[src/rtl/apb_matmul_requester_pkg.sv]
// apb_matmul_requester_pkg: register map, field widths and state/status encodings
// shared by the matmul APB requester and its transfer engine.
package apb_matmul_requester_pkg;
    localparam logic [3:0] REG_START    = 4'h0;
    localparam logic [3:0] REG_DONE     = 4'h1;
    localparam logic [3:0] REG_ADDR_A   = 4'h2;
    localparam logic [3:0] REG_ADDR_B   = 4'h3;
    localparam logic [3:0] REG_ADDR_C   = 4'h4;
    localparam logic [3:0] REG_STRIDE_A = 4'h5;
    localparam logic [3:0] REG_STRIDE_B = 4'h6;
    localparam logic [3:0] REG_STRIDE_C = 4'h7;
    localparam int DONE_BIT = 15;
    localparam logic [15:0] DONE_MASK = 16'h0001 << DONE_BIT;
    localparam int ADDR_W = 10;
    localparam int STRIDE_W = 8;

    typedef enum logic [1:0] {
        ERR_NONE    = 2'b00,
        ERR_TIMEOUT = 2'b01,
        ERR_POLL    = 2'b10
    } err_code_e;

    typedef enum logic [2:0] {S_IDLE, S_CFG, S_START, S_POLL, S_CLEAR, S_FIN} seq_state_e;
    typedef enum logic [1:0] {IDLE, SETUP, ACCESS} apb_state_e;
endpackage

[src/rtl/apb_matmul_requester_xfer.sv]
// apb_xfer_engine: runs one APB transfer (SETUP then ACCESS) per req pulse,
// returning ack with read data, or timeout after WAIT_MAX stalled ACCESS cycles.
module apb_xfer_engine
    import apb_matmul_requester_pkg::*;
#(
    parameter int WAIT_MAX = 16
) (
    input  logic        clk,
    input  logic        reset,
    input  logic        req_i,
    input  logic [3:0]  addr_i,
    input  logic        wr_i,
    input  logic [15:0] wdata_i,
    output logic        ack_o,
    output logic [15:0] rdata_o,
    output logic        timeout_o,
    output logic        psel_o,
    output logic        penable_o,
    output logic        pwrite_o,
    output logic [3:0]  paddr_o,
    output logic [15:0] pwdata_o,
    input  logic        pready_i,
    input  logic [15:0] prdata_i
);
    localparam int WW = $clog2(WAIT_MAX + 1);

    apb_state_e  state_q;
    logic [WW-1:0] wait_q;
    logic        ack_q, timeout_q, psel_q, penable_q, pwrite_q;
    logic [3:0]  paddr_q;
    logic [15:0] pwdata_q, rdata_q;

    always_ff @(posedge clk or posedge reset) begin
        if (reset) begin
            state_q   <= IDLE;
            wait_q    <= '0;
            ack_q     <= 1'b0;
            timeout_q <= 1'b0;
            psel_q    <= 1'b0;
            penable_q <= 1'b0;
            pwrite_q  <= 1'b0;
            paddr_q   <= '0;
            pwdata_q  <= '0;
            rdata_q   <= '0;
        end else begin
            ack_q     <= 1'b0;
            timeout_q <= 1'b0;
            case (state_q)
                IDLE: if (req_i) begin
                    state_q  <= SETUP;
                    psel_q   <= 1'b1;
                    paddr_q  <= addr_i;
                    pwrite_q <= wr_i;
                    pwdata_q <= wdata_i;
                end
                SETUP: begin
                    state_q   <= ACCESS;
                    penable_q <= 1'b1;
                    wait_q    <= '0;
                end
                ACCESS: if (pready_i) begin
                    state_q   <= IDLE;
                    ack_q     <= 1'b1;
                    rdata_q   <= prdata_i;
                    psel_q    <= 1'b0;
                    penable_q <= 1'b0;
                end else if (wait_q == WW'(WAIT_MAX - 1)) begin
                    state_q   <= IDLE;
                    timeout_q <= 1'b1;
                    psel_q    <= 1'b0;
                    penable_q <= 1'b0;
                end else begin
                    wait_q <= wait_q + WW'(1);
                end
                default: state_q <= IDLE;
            endcase
        end
    end

    assign ack_o     = ack_q;
    assign rdata_o   = rdata_q;
    assign timeout_o = timeout_q;
    assign psel_o    = psel_q;
    assign penable_o = penable_q;
    assign pwrite_o  = pwrite_q;
    assign paddr_o   = paddr_q;
    assign pwdata_o  = pwdata_q;
endmodule

[src/rtl/apb_matmul_requester.sv]
// apb_matmul_requester: programs a matmul accelerator over APB (config writes,
// start, DONE polling, start clear) and reports done or a coded error.
module apb_matmul_requester
    import apb_matmul_requester_pkg::*;
#(
    parameter int WAIT_MAX = 16,
    parameter int POLL_MAX = 1024
) (
    input  logic                clk,
    input  logic                reset,
    input  logic                cmd_valid,
    output logic                cmd_ready,
    input  logic [ADDR_W-1:0]   cmd_addr_a,
    input  logic [ADDR_W-1:0]   cmd_addr_b,
    input  logic [ADDR_W-1:0]   cmd_addr_c,
    input  logic [STRIDE_W-1:0] cmd_stride_a,
    input  logic [STRIDE_W-1:0] cmd_stride_b,
    input  logic [STRIDE_W-1:0] cmd_stride_c,
    output logic                PSEL,
    output logic                PENABLE,
    output logic                PWRITE,
    output logic [3:0]          PADDR,
    output logic [15:0]         PWDATA,
    input  logic [15:0]         PRDATA,
    input  logic                PREADY,
    output logic                busy,
    output logic                done,
    output logic                err,
    output logic [1:0]          err_code
);
    localparam int PW = $clog2(POLL_MAX + 1);

    seq_state_e          state_q;
    err_code_e           err_code_q;
    logic                cmd_ready_q, busy_q, done_q, err_q, req_q, wr_q, poll_err_q;
    logic [3:0]          addr_q;
    logic [15:0]         wdata_q;
    logic [2:0]          idx_q;
    logic [PW-1:0]       poll_q;
    logic [ADDR_W-1:0]   b_q, c_q;
    logic [STRIDE_W-1:0] sa_q, sb_q, sc_q;
    logic                ack, timeout, done_seen;
    logic [15:0]         rdata, cfg_nxt;
    logic [2:0]          nxt;

    // Config writes 0x2..0x7 are indexed 0..5; the first is issued straight from the command.
    assign nxt       = idx_q + 3'd1;
    assign cfg_nxt   = nxt == 3'd1 ? 16'(b_q) : nxt == 3'd2 ? 16'(c_q) :
                       nxt == 3'd3 ? 16'(sa_q) : nxt == 3'd4 ? 16'(sb_q) : 16'(sc_q);
    assign done_seen = |(rdata & DONE_MASK);

    always_ff @(posedge clk or posedge reset) begin
        if (reset) begin
            state_q     <= S_IDLE;
            err_code_q  <= ERR_NONE;
            cmd_ready_q <= 1'b0;
            busy_q      <= 1'b0;
            done_q      <= 1'b0;
            err_q       <= 1'b0;
            req_q       <= 1'b0;
            wr_q        <= 1'b0;
            poll_err_q  <= 1'b0;
            addr_q      <= '0;
            wdata_q     <= '0;
            idx_q       <= '0;
            poll_q      <= '0;
            b_q         <= '0;
            c_q         <= '0;
            sa_q        <= '0;
            sb_q        <= '0;
            sc_q        <= '0;
        end else begin
            done_q <= 1'b0;
            err_q  <= 1'b0;
            req_q  <= 1'b0;
            if (state_q == S_IDLE) begin
                cmd_ready_q <= 1'b1;
                if (cmd_valid && cmd_ready_q) begin
                    b_q         <= cmd_addr_b;
                    c_q         <= cmd_addr_c;
                    sa_q        <= cmd_stride_a;
                    sb_q        <= cmd_stride_b;
                    sc_q        <= cmd_stride_c;
                    err_code_q  <= ERR_NONE;
                    busy_q      <= 1'b1;
                    cmd_ready_q <= 1'b0;
                    state_q     <= S_CFG;
                    idx_q       <= '0;
                    poll_q      <= '0;
                    poll_err_q  <= 1'b0;
                    req_q       <= 1'b1;
                    addr_q      <= REG_ADDR_A;
                    wr_q        <= 1'b1;
                    wdata_q     <= 16'(cmd_addr_a);
                end
            end else if (state_q == S_FIN) begin
                done_q      <= !poll_err_q;
                err_q       <= poll_err_q;
                err_code_q  <= poll_err_q ? ERR_POLL : err_code_q;
                busy_q      <= 1'b0;
                cmd_ready_q <= 1'b1;
                state_q     <= S_IDLE;
            end else if (timeout) begin
                err_q       <= 1'b1;
                err_code_q  <= ERR_TIMEOUT;
                busy_q      <= 1'b0;
                cmd_ready_q <= 1'b1;
                state_q     <= S_IDLE;
            end else if (ack) begin
                req_q   <= 1'b1;
                wr_q    <= 1'b1;
                addr_q  <= REG_START;
                wdata_q <= '0;
                case (state_q)
                    S_CFG: if (idx_q == 3'd5) begin
                        state_q <= S_START;
                        wdata_q <= 16'h0001;
                    end else begin
                        idx_q   <= nxt;
                        addr_q  <= REG_ADDR_A + {1'b0, nxt};
                        wdata_q <= cfg_nxt;
                    end
                    S_START: begin
                        state_q <= S_POLL;
                        addr_q  <= REG_DONE;
                        wr_q    <= 1'b0;
                    end
                    S_POLL: begin
                        poll_q <= poll_q == PW'(POLL_MAX) ? poll_q : poll_q + PW'(1);
                        if (done_seen) begin
                            state_q <= S_CLEAR;
                        end else if (poll_q >= PW'(POLL_MAX - 1)) begin
                            state_q    <= S_CLEAR;
                            poll_err_q <= 1'b1;
                        end else begin
                            addr_q <= REG_DONE;
                            wr_q   <= 1'b0;
                        end
                    end
                    S_CLEAR: begin
                        state_q <= S_FIN;
                        req_q   <= 1'b0;
                    end
                    default: begin
                        state_q <= S_IDLE;
                        req_q   <= 1'b0;
                    end
                endcase
            end
        end
    end

    apb_xfer_engine #(.WAIT_MAX(WAIT_MAX)) u_xfer (
        .clk       (clk),
        .reset     (reset),
        .req_i     (req_q),
        .addr_i    (addr_q),
        .wr_i      (wr_q),
        .wdata_i   (wdata_q),
        .ack_o     (ack),
        .rdata_o   (rdata),
        .timeout_o (timeout),
        .psel_o    (PSEL),
        .penable_o (PENABLE),
        .pwrite_o  (PWRITE),
        .paddr_o   (PADDR),
        .pwdata_o  (PWDATA),
        .pready_i  (PREADY),
        .prdata_i  (PRDATA)
    );

    assign cmd_ready = cmd_ready_q;
    assign busy      = busy_q;
    assign done      = done_q;
    assign err       = err_q;
    assign err_code  = err_code_q;
endmodule

[config.mk]
export PLATFORM = sky130hd
export DESIGN_NAME = apb_matmul_requester
export DESIGN_NICKNAME = d
export VERILOG_FILES = /design/src/rtl/apb_matmul_requester_pkg.sv /design/src/rtl/apb_matmul_requester_xfer.sv /design/src/rtl/apb_matmul_requester.sv
export SDC_FILE = /design/constraint.sdc
export NUM_CORES = 1
export LEC_CHECK = 0
export BUFFER_PORTS_ARGS = -buffer_cell sky130_fd_sc_hd__clkbuf_2
export CORE_ASPECT_RATIO = 1.4
export CORE_MARGIN = 2
export CORE_UTILIZATION = 27
export CTS_CLUSTER_SIZE = 25
export DETAILED_ROUTE_END_ITERATION = 8
export PLACE_DENSITY_LB_ADDON = 0.12
export SLEW_MARGIN = 10
export SYNTH_ARGS = -nofsm -noshare
export SYNTH_HDL_FRONTEND = slang
export SYNTH_SLANG_ARGS = --single-unit
[constraint.sdc]
create_clock -name clk -period 7.3 [get_ports clk]
set_input_delay 0.73 -clock clk [delete_from_list [all_inputs] [get_ports clk]]
set_output_delay 0.73 -clock clk [all_outputs]
set_load 0.01 [all_outputs]
# [After elaboration in Yosys (flattened, before gate mapping)]
# Index checks and enable logic that the tools add are counted.
[totals] reg_bits=138 inputBits=74 output_inout_bits=29 wordCells=186
[op_classes] n_addsub=4 magnitude_cmp=1 eq_ne=27 n_mux=99 reduce_logical=27
[ops] cell="$mux 16" n=5
[ops] cell="$mux 11" n=7
[ops] cell="$mux 3" n=15
[ops] cell="$mux 1" n=43
[ops] cell="$mux 10" n=4
[ops] cell="$mux 4" n=6
[ops] cell="$mux 2" n=8
[ops] cell="$mux 8" n=2
[ops] cell="$ne 2x2->1 const B" n=8
[ops] cell="$eq 3x2->1 const B" n=4
[ops] cell="$eq 3x3->1 const B" n=4
[ops] cell="$pmux 3 s4" n=1
[ops] cell="$pmux 4 s3" n=1
[ops] cell="$reduce_and 2->1" n=6
[ops] cell="$reduce_and 6->1" n=2
[ops] cell="$reduce_bool 2->1" n=6
[ops] cell="$add 11x1->11 const B" n=1
[ops] cell="$eq 11x11->1 const B" n=1
[ops] cell="$ge 11x10->1 const B" n=1
[ops] cell="$mux 5" n=2
[ops] cell="$pmux 5 s2" n=1
[ops] cell="$reduce_and 3->1" n=3
[ops] cell="$reduce_and 4->1" n=2
[ops] cell="$reduce_and 7->1" n=1
[ops] cell="other kinds (21)" n=24

# [Longest topological paths before layout]
[logic_depth] ltp_word=12 mapped_depth=8 depth_no_buf=7

# [Modules after synthesis]
# From an unflattened synthesis, not the netlist that was laid out.
[unflattened] cells_unflattened=603 hier_area_um2=6384.9
[by_module_without_submodules] module="apb_matmul_requester" n_inst=1 cells_each=472 area_each_um2=4430.5 seq_area_each_um2=2102.0
[by_module_without_submodules] module="apb_xfer_engine" n_inst=1 cells_each=131 area_each_um2=1954.4 seq_area_each_um2=1201.2

# [Least setup slack after synthesis]
# Ideal clock, no wire load.
[synth_path] path_kind="reg2reg" start="register idx_q[0]" end="register wdata_q[5]" setup_time_ns=0.138 t_arrival_ns=1.959 t_required_ns=7.162 slack_ns=5.203 stages_incl_launch_ff=9 n_path_buf=1 synth_period_minus_slack_ns=2.097 path_cell_list="dfrtp_1 ha_1 ha_1 clkbuf_1 clkinv_1 nor2_1 nor2_1 o221ai_1 a31oi_1"
[synth_between] elab_chain_cells=12 word_cells_on_any_way=16 cone_classes="add/sub (1); eq/ne (5); mux (10)"
[synth_rtl] item="start, declared" line="apb_matmul_requester.sv:38" text="logic [2:0] idx_q;"
[synth_rtl] item="start signal, assigned" line="apb_matmul_requester.sv:119" text="idx_q <= nxt;"
[synth_rtl] item="$add 3x1->3" line="apb_matmul_requester.sv:47" text="assign nxt = idx_q + 3'd1;"
[synth_rtl] item="$eq 3x3->1" line="apb_matmul_requester.sv:49" text="nxt == 3'd3 ? 16'(sa_q) : nxt == 3'd4 ? 16'(sb_q) : 16'(sc_q);"
[synth_rtl] item="$mux 8 (2 in a row)" line="apb_matmul_requester.sv:49"
[synth_rtl] item="$mux 10 (2 in a row)" line="apb_matmul_requester.sv:48" text="assign cfg_nxt = nxt == 3'd1 ? 16'(b_q) : nxt == 3'd2 ? 16'(c_q) :"
[synth_rtl] item="$mux 10 (*)" line="apb_matmul_requester.sv:115" text="S_CFG: if (idx_q == 3'd5) begin"
[synth_rtl] item="$mux 10 (*)" line="apb_matmul_requester.sv:114" text="case (state_q)"
[synth_rtl] item="$mux 16 (*)" line="apb_matmul_requester.sv:109" text="end else if (ack) begin"
[synth_rtl] item="$mux 16 (*)" line="apb_matmul_requester.sv:103" text="end else if (timeout) begin"
[synth_rtl] item="$mux 16 (*)" line="apb_matmul_requester.sv:96" text="end else if (state_q == S_FIN) begin"
[synth_rtl] item="$mux 16 (*)" line="apb_matmul_requester.sv:76" text="if (state_q == S_IDLE) begin"
[synth_rtl] item="end signal, assigned" line="apb_matmul_requester.sv:94" text="wdata_q <= 16'(cmd_addr_a);"
[synth_rtl] item="end signal, assigned" line="apb_matmul_requester.sv:121" text="wdata_q <= cfg_nxt;"
[synth_rtl] item="end, declared" line="apb_matmul_requester.sv:37" text="logic [15:0] wdata_q;"
# Mark *: on every way between the ends. The rest lies on a longest branch, timed or not. The select of a mux whose other input is x is not followed.
# A chain may end at the register's enable or synchronous reset.

# [Worst setup path in the final report]
# Same ends and word-level chain as after synthesis.

==> impl_metrics.xml <==
<?xml version="1.0" encoding="UTF-8"?>
<metrics>
  <group name="run_status">
    <metric name="outcome" unit="">finished, final reports clean</metric>
  </group>
  <group name="drt">
    <metric name="post_drt_wl_per_cell" unit="µm">15.2</metric>
    <metric name="route.detailed.drc" unit="">0</metric>
    <metric name="antenna_violating_nets_post_route" unit="">0</metric>
    <metric name="vias" unit="">4254</metric>
    <metric name="drtPass1Iterations" unit="">4</metric>
    <metric name="detail_route.vias_per_cell" unit="">4.72</metric>
    <metric name="drt-total-wl" unit="µm">13700</metric>
    <metric name="dr.first_iter.drc_count" unit="">202</metric>
  </group>
  <group name="clocking">
    <metric name="clock_path_buffers" unit="">2</metric>
    <metric name="clock_insertion_delay_worst_skew" unit="ns">0.36</metric>
    <metric name="cts.sink_count" unit="">111</metric>
    <metric name="cts_inserted_buffers" unit="">9</metric>
    <metric name="tritoncts" unit="">done</metric>
    <metric name="clock_transition_at_path_regs" unit="ns">0.07</metric>
    <metric name="cts.hold.buffers_added" unit="">0</metric>
    <metric name="htree_num_levels" unit="">3</metric>
    <metric name="post_cts_buffers" unit="">0</metric>
    <metric name="postCtsResizedCells" unit="">0</metric>
    <metric name="root_buffer" unit="">sky130_fd_sc_hd__clkbuf_16</metric>
  </group>
  <group name="synthesis">
    <metric name="cell_type_with_the_highest_aggregate_area_in_the_netlist" unit="">sky130_fd_sc_hd__dfrtp_1</metric>
    <metric name="ys_warn_count" unit="">0</metric>
    <metric name="ys_seq_area_share" unit="%">51.7</metric>
    <metric name="largest_family_of_logic_cells_by_synthesized_area" unit="">simple AND/OR/NAND/NOR gates</metric>
    <metric name="synth.avg_cell_area" unit="µm²">9.32</metric>
    <metric name="synth.distinct_cells" unit="">56</metric>
    <metric name="synth_area" unit="µm²">5380</metric>
    <metric name="post_synth_mux_area_share" unit="%">6.12</metric>
    <metric name="synth_compound_gate_area_share" unit="%">12.8</metric>
    <metric name="netlist_top_cells_area" unit="">sky130_fd_sc_hd__dfrtp_1, sky130_fd_sc_hd__nand2_1, sky130_fd_sc_hd__mux2_2</metric>
    <metric name="syn_inst" unit="">577</metric>
    <metric name="synth_flop_cell" unit="">sky130_fd_sc_hd__dfrtp_1</metric>
    <metric name="async_flop_share" unit="%">100</metric>
    <metric name="synth_enable_flop_cells" unit="">0</metric>
    <metric name="synthSimpleGateAreaFrac" unit="%">22.5</metric>
    <metric name="xor_xnor_share_of_the_synthesized_area" unit="%">0</metric>
    <metric name="synth.top_cell.area_share" unit="%">51.7</metric>
    <metric name="ys_ff_latch" unit="">111</metric>
    <metric name="yosys.area_share.adder" unit="%">3.03</metric>
  </group>
  <group name="floorplanning">
    <metric name="initial_utilization" unit="%">27.3</metric>
    <metric name="placeableCoreArea" unit="µm²">19700</metric>
    <metric name="rows" unit="">61</metric>
    <metric name="ioPinCount" unit="">103</metric>
    <metric name="fp.dieH" unit="µm">171</metric>
    <metric name="die_area" unit="µm²">21100</metric>
    <metric name="horizontal_extent_of_the_die" unit="µm">123</metric>
  </group>
  <group name="final_layout">
    <metric name="most_common_cell_after_layout_fill_and_taps_aside" unit="">sky130_fd_sc_hd__nand2_1</metric>
    <metric name="syn2layout_area_growth" unit="%">16.6</metric>
    <metric name="number_of_antenna_cells_inserted" unit="">0</metric>
    <metric name="fill_cell_total_of_the_finished_layout" unit="">2133</metric>
    <metric name="most-common-layout-cells" unit="">sky130_fd_sc_hd__nand2_1, sky130_fd_sc_hd__dfrtp_1, sky130_fd_sc_hd__clkbuf_2, sky130_fd_sc_hd__nor2_1, sky130_fd_sc_hd__a21oi_1</metric>
    <metric name="design.final.nets" unit="">731</metric>
    <metric name="postLayoutCellArea" unit="µm²">6270</metric>
    <metric name="post_route_cells_drive_above_1_share" unit="%">19.4</metric>
  </group>
  <group name="sta">
    <metric name="totalNegativeSetupSlack" unit="ns">0</metric>
    <metric name="rsz0062_at_grt" unit="">false</metric>
    <metric name="fmaxAchievable" unit="GHz">0.356</metric>
    <metric name="hold_ws" unit="ns">0.481</metric>
    <metric name="final-setup-viol-count" unit="">0</metric>
    <metric name="tightestPinTransition" unit="ns">1.05</metric>
    <metric name="report.final.slew_viol_count" unit="">0</metric>
    <metric name="timing_hold_violations_final" unit="">0</metric>
    <metric name="final.period_utilization" unit="%">38.5</metric>
    <metric name="timing.final.crit_period" unit="ns">2.81</metric>
    <metric name="relSlewSlack" unit="%">29.8</metric>
    <metric name="finClkSkew" unit="ns">0.0178</metric>
  </group>
  <group name="power">
    <metric name="p_per_area" unit="nW/µm²">373</metric>
    <metric name="p_leak" unit="µW">0.00297</metric>
    <metric name="max-vdd-ir-drop" unit="mV">0.127</metric>
  </group>
  <group name="critical_path">
    <metric name="regToRegEndpoint" unit="">wdata_q[5]$_DFFE_PP0P_</metric>
    <metric name="setup.worst_path.start_class" unit="">register</metric>
    <metric name="crit_path_max_fanout" unit="">21</metric>
    <metric name="worstRegToRegCells" unit="">5</metric>
    <metric name="setup.worst_path.end_class" unit="">register</metric>
    <metric name="path_class" unit="">reg -&gt; reg</metric>
    <metric name="r2r_start" unit="">idx_q[0]$_DFFE_PP0P_</metric>
    <metric name="reg2reg_slack" unit="ns">4.49</metric>
    <metric name="required" unit="ns">7.58</metric>
    <metric name="timing.critical_path.arrival" unit="ns">3.09</metric>
  </group>
  <group name="grt">
    <metric name="global_route_usage_over_all_layers" unit="%">13.5</metric>
    <metric name="grt_start_max_net_pins" unit="">63</metric>
    <metric name="grt_pass1_vias" unit="">4260</metric>
    <metric name="globalRouteOverflowTotal" unit="">0</metric>
    <metric name="number_of_antenna_violations_at_the_first_check_in_global_routing" unit="">0</metric>
    <metric name="grt_first_pass_wirelength" unit="µm">21900</metric>
  </group>
  <group name="place">
    <metric name="place_hpwl" unit="µm">9720</metric>
    <metric name="gpl.final_weighted_congestion" unit="">0.766</metric>
    <metric name="post_dp_cell_area" unit="µm²">5990</metric>
    <metric name="io_buffers" unit="">81</metric>
  </group>
  <group name="worst_hold_path">
    <metric name="hold_path_startpoint" unit="">sc_q[1]$_DFFE_PP0P_</metric>
    <metric name="min-delay-path-class" unit="">reg -&gt; reg</metric>
    <metric name="worst_hold_path.num_cells" unit="">2</metric>
    <metric name="worstHoldEndpoint" unit="">sc_q[1]$_DFFE_PP0P_</metric>
  </group>
  <group name="run">
    <metric name="max_cap_violations" unit="">0</metric>
  </group>
</metrics>
## layout make-up
type	instances	area [µm²]	share of cell area (%)
tap	252	315	5.03
multi-input combinational	424	2410	38.5
clock buffer	13	250	3.99
clock inverter	3	25.0	0.399
inverter	14	55.1	0.879
timing repair buffer	84	428	6.83
sequential	111	2780	44.3
## worst max-delay path, cell delays in order (launching register included)
cell and delay [ns]:
sky130_fd_sc_hd__dfrtp_1 0.44, sky130_fd_sc_hd__ha_1 0.47, sky130_fd_sc_hd__and2_1 0.31, sky130_fd_sc_hd__nor3b_2 0.83, sky130_fd_sc_hd__o221ai_1 0.44, sky130_fd_sc_hd__a31oi_1 0.23
## where the power goes
group          total (µW)  switching [µW]  internal, µW
Combinational         852             504           348
Clock                 472             227           244
Sequential           1010             161           853
Total                2340             892          1450
## through the flow
stage	utilization [%]	setup WS, ns	instances	power, µW
6_report	31.8	4.49	901	2340
4_1_cts	31.8	4.50	901	2370
3_3_place_gp	30.4	4.56	885	1870
3_5_place_dp	30.4	4.51	885	1890
2_1_floorplan	-	3.64	582	1590
5_1_grt	31.8	4.19	901	2530
## state kept, by name, summed over array words and instances (netlist names), 2 cells and up
| name | cells |
|---|---|
| poll_q | 11 |
| wdata_q | 10 |
| u_xfer.paddr_o | 4 |
| u_xfer.pwdata_o | 10 |
| sc_q | 8 |
| addr_q | 4 |
| sb_q | 8 |
| err_code | 2 |
| u_xfer.wait_q | 5 |
| b_q | 10 |
| c_q | 10 |
| state_q | 3 |
| idx_q | 3 |
| sa_q | 8 |
| u_xfer.state_q | 2 |
## how the worst max path moves through the flow
| stage | startpoint | slack [ns] | endpoint | cells after the start |
|---|---|---|---|---|
| 2_1_floorplan | reset | 3.64 | addr_q[0]$_DFFE_PP0P_ | 1 |
| 3_3_place_gp | state_q[2]$_DFFE_PP0P_ | 4.56 | poll_q[3]$_DFFE_PP0P_ | 4 |
| 3_5_place_dp | idx_q[1]$_DFFE_PP0P_ | 4.51 | wdata_q[2]$_DFFE_PP0P_ | 6 |
| 4_1_cts | idx_q[1]$_DFFE_PP0P_ | 4.50 | idx_q[1]$_DFFE_PP0P_ | 6 |
| 5_1_grt | idx_q[1]$_DFFE_PP0P_ | 4.19 | wdata_q[6]$_DFFE_PP0P_ | 6 |
| 6_report | idx_q[0]$_DFFE_PP0P_ | 4.49 | wdata_q[5]$_DFFE_PP0P_ | 5 |
## layer usage
layer  GRT usage [%]  share of wire (%)
met4            4.74                1.6
met2            23.1                 51
met3            1.80                2.9
met1            17.3                 45
met5               0                  0
## synthesized netlist by cell type, types with 2 or more instances
| master | instances |
|---|---|
| sky130_fd_sc_hd__nand2_1 | 170 |
| sky130_fd_sc_hd__dfrtp_1 | 111 |
| sky130_fd_sc_hd__nor2_1 | 36 |
| sky130_fd_sc_hd__a21oi_1 | 30 |
| sky130_fd_sc_hd__clkbuf_1 | 25 |
| sky130_fd_sc_hd__o21ai_0 | 23 |
| sky130_fd_sc_hd__mux2_2 | 18 |
| sky130_fd_sc_hd__ha_1 | 13 |
| sky130_fd_sc_hd__inv_1 | 13 |
| sky130_fd_sc_hd__a31oi_1 | 10 |
| sky130_fd_sc_hd__mux2i_1 | 10 |
| sky130_fd_sc_hd__nand3_1 | 8 |
| sky130_fd_sc_hd__nand3b_1 | 8 |
| sky130_fd_sc_hd__or3_1 | 8 |
| sky130_fd_sc_hd__buf_4 | 7 |
| sky130_fd_sc_hd__nor2b_1 | 7 |
| sky130_fd_sc_hd__o221ai_1 | 7 |
| sky130_fd_sc_hd__nand2b_1 | 6 |
| sky130_fd_sc_hd__nor4_1 | 5 |
| sky130_fd_sc_hd__o21a_1 | 5 |
| sky130_fd_sc_hd__a21o_1 | 4 |
| sky130_fd_sc_hd__o31ai_1 | 4 |
| sky130_fd_sc_hd__a22o_1 | 3 |
| sky130_fd_sc_hd__and2_1 | 3 |
| sky130_fd_sc_hd__and3_1 | 3 |
| sky130_fd_sc_hd__nand4_1 | 3 |
| sky130_fd_sc_hd__nor3_1 | 3 |
| sky130_fd_sc_hd__a32o_1 | 2 |
| sky130_fd_sc_hd__a32oi_1 | 2 |
| sky130_fd_sc_hd__nor3b_2 | 2 |
| sky130_fd_sc_hd__o2bb2ai_1 | 2 |
| sky130_fd_sc_hd__or4_1 | 2 |
## logic make-up (layout without fill, tap and decap cells)
kind of cell               after synthesis  after routing
and+or+nand+nor                        271            271
buffers and inverters                   47            114
other                                    1              6
muxes                                   30             30
DFF                                    111            111
AOI/OAI and AO/OA                      104            104
adders and majority gates               13             13
Power figures use the tool's default switching activity.
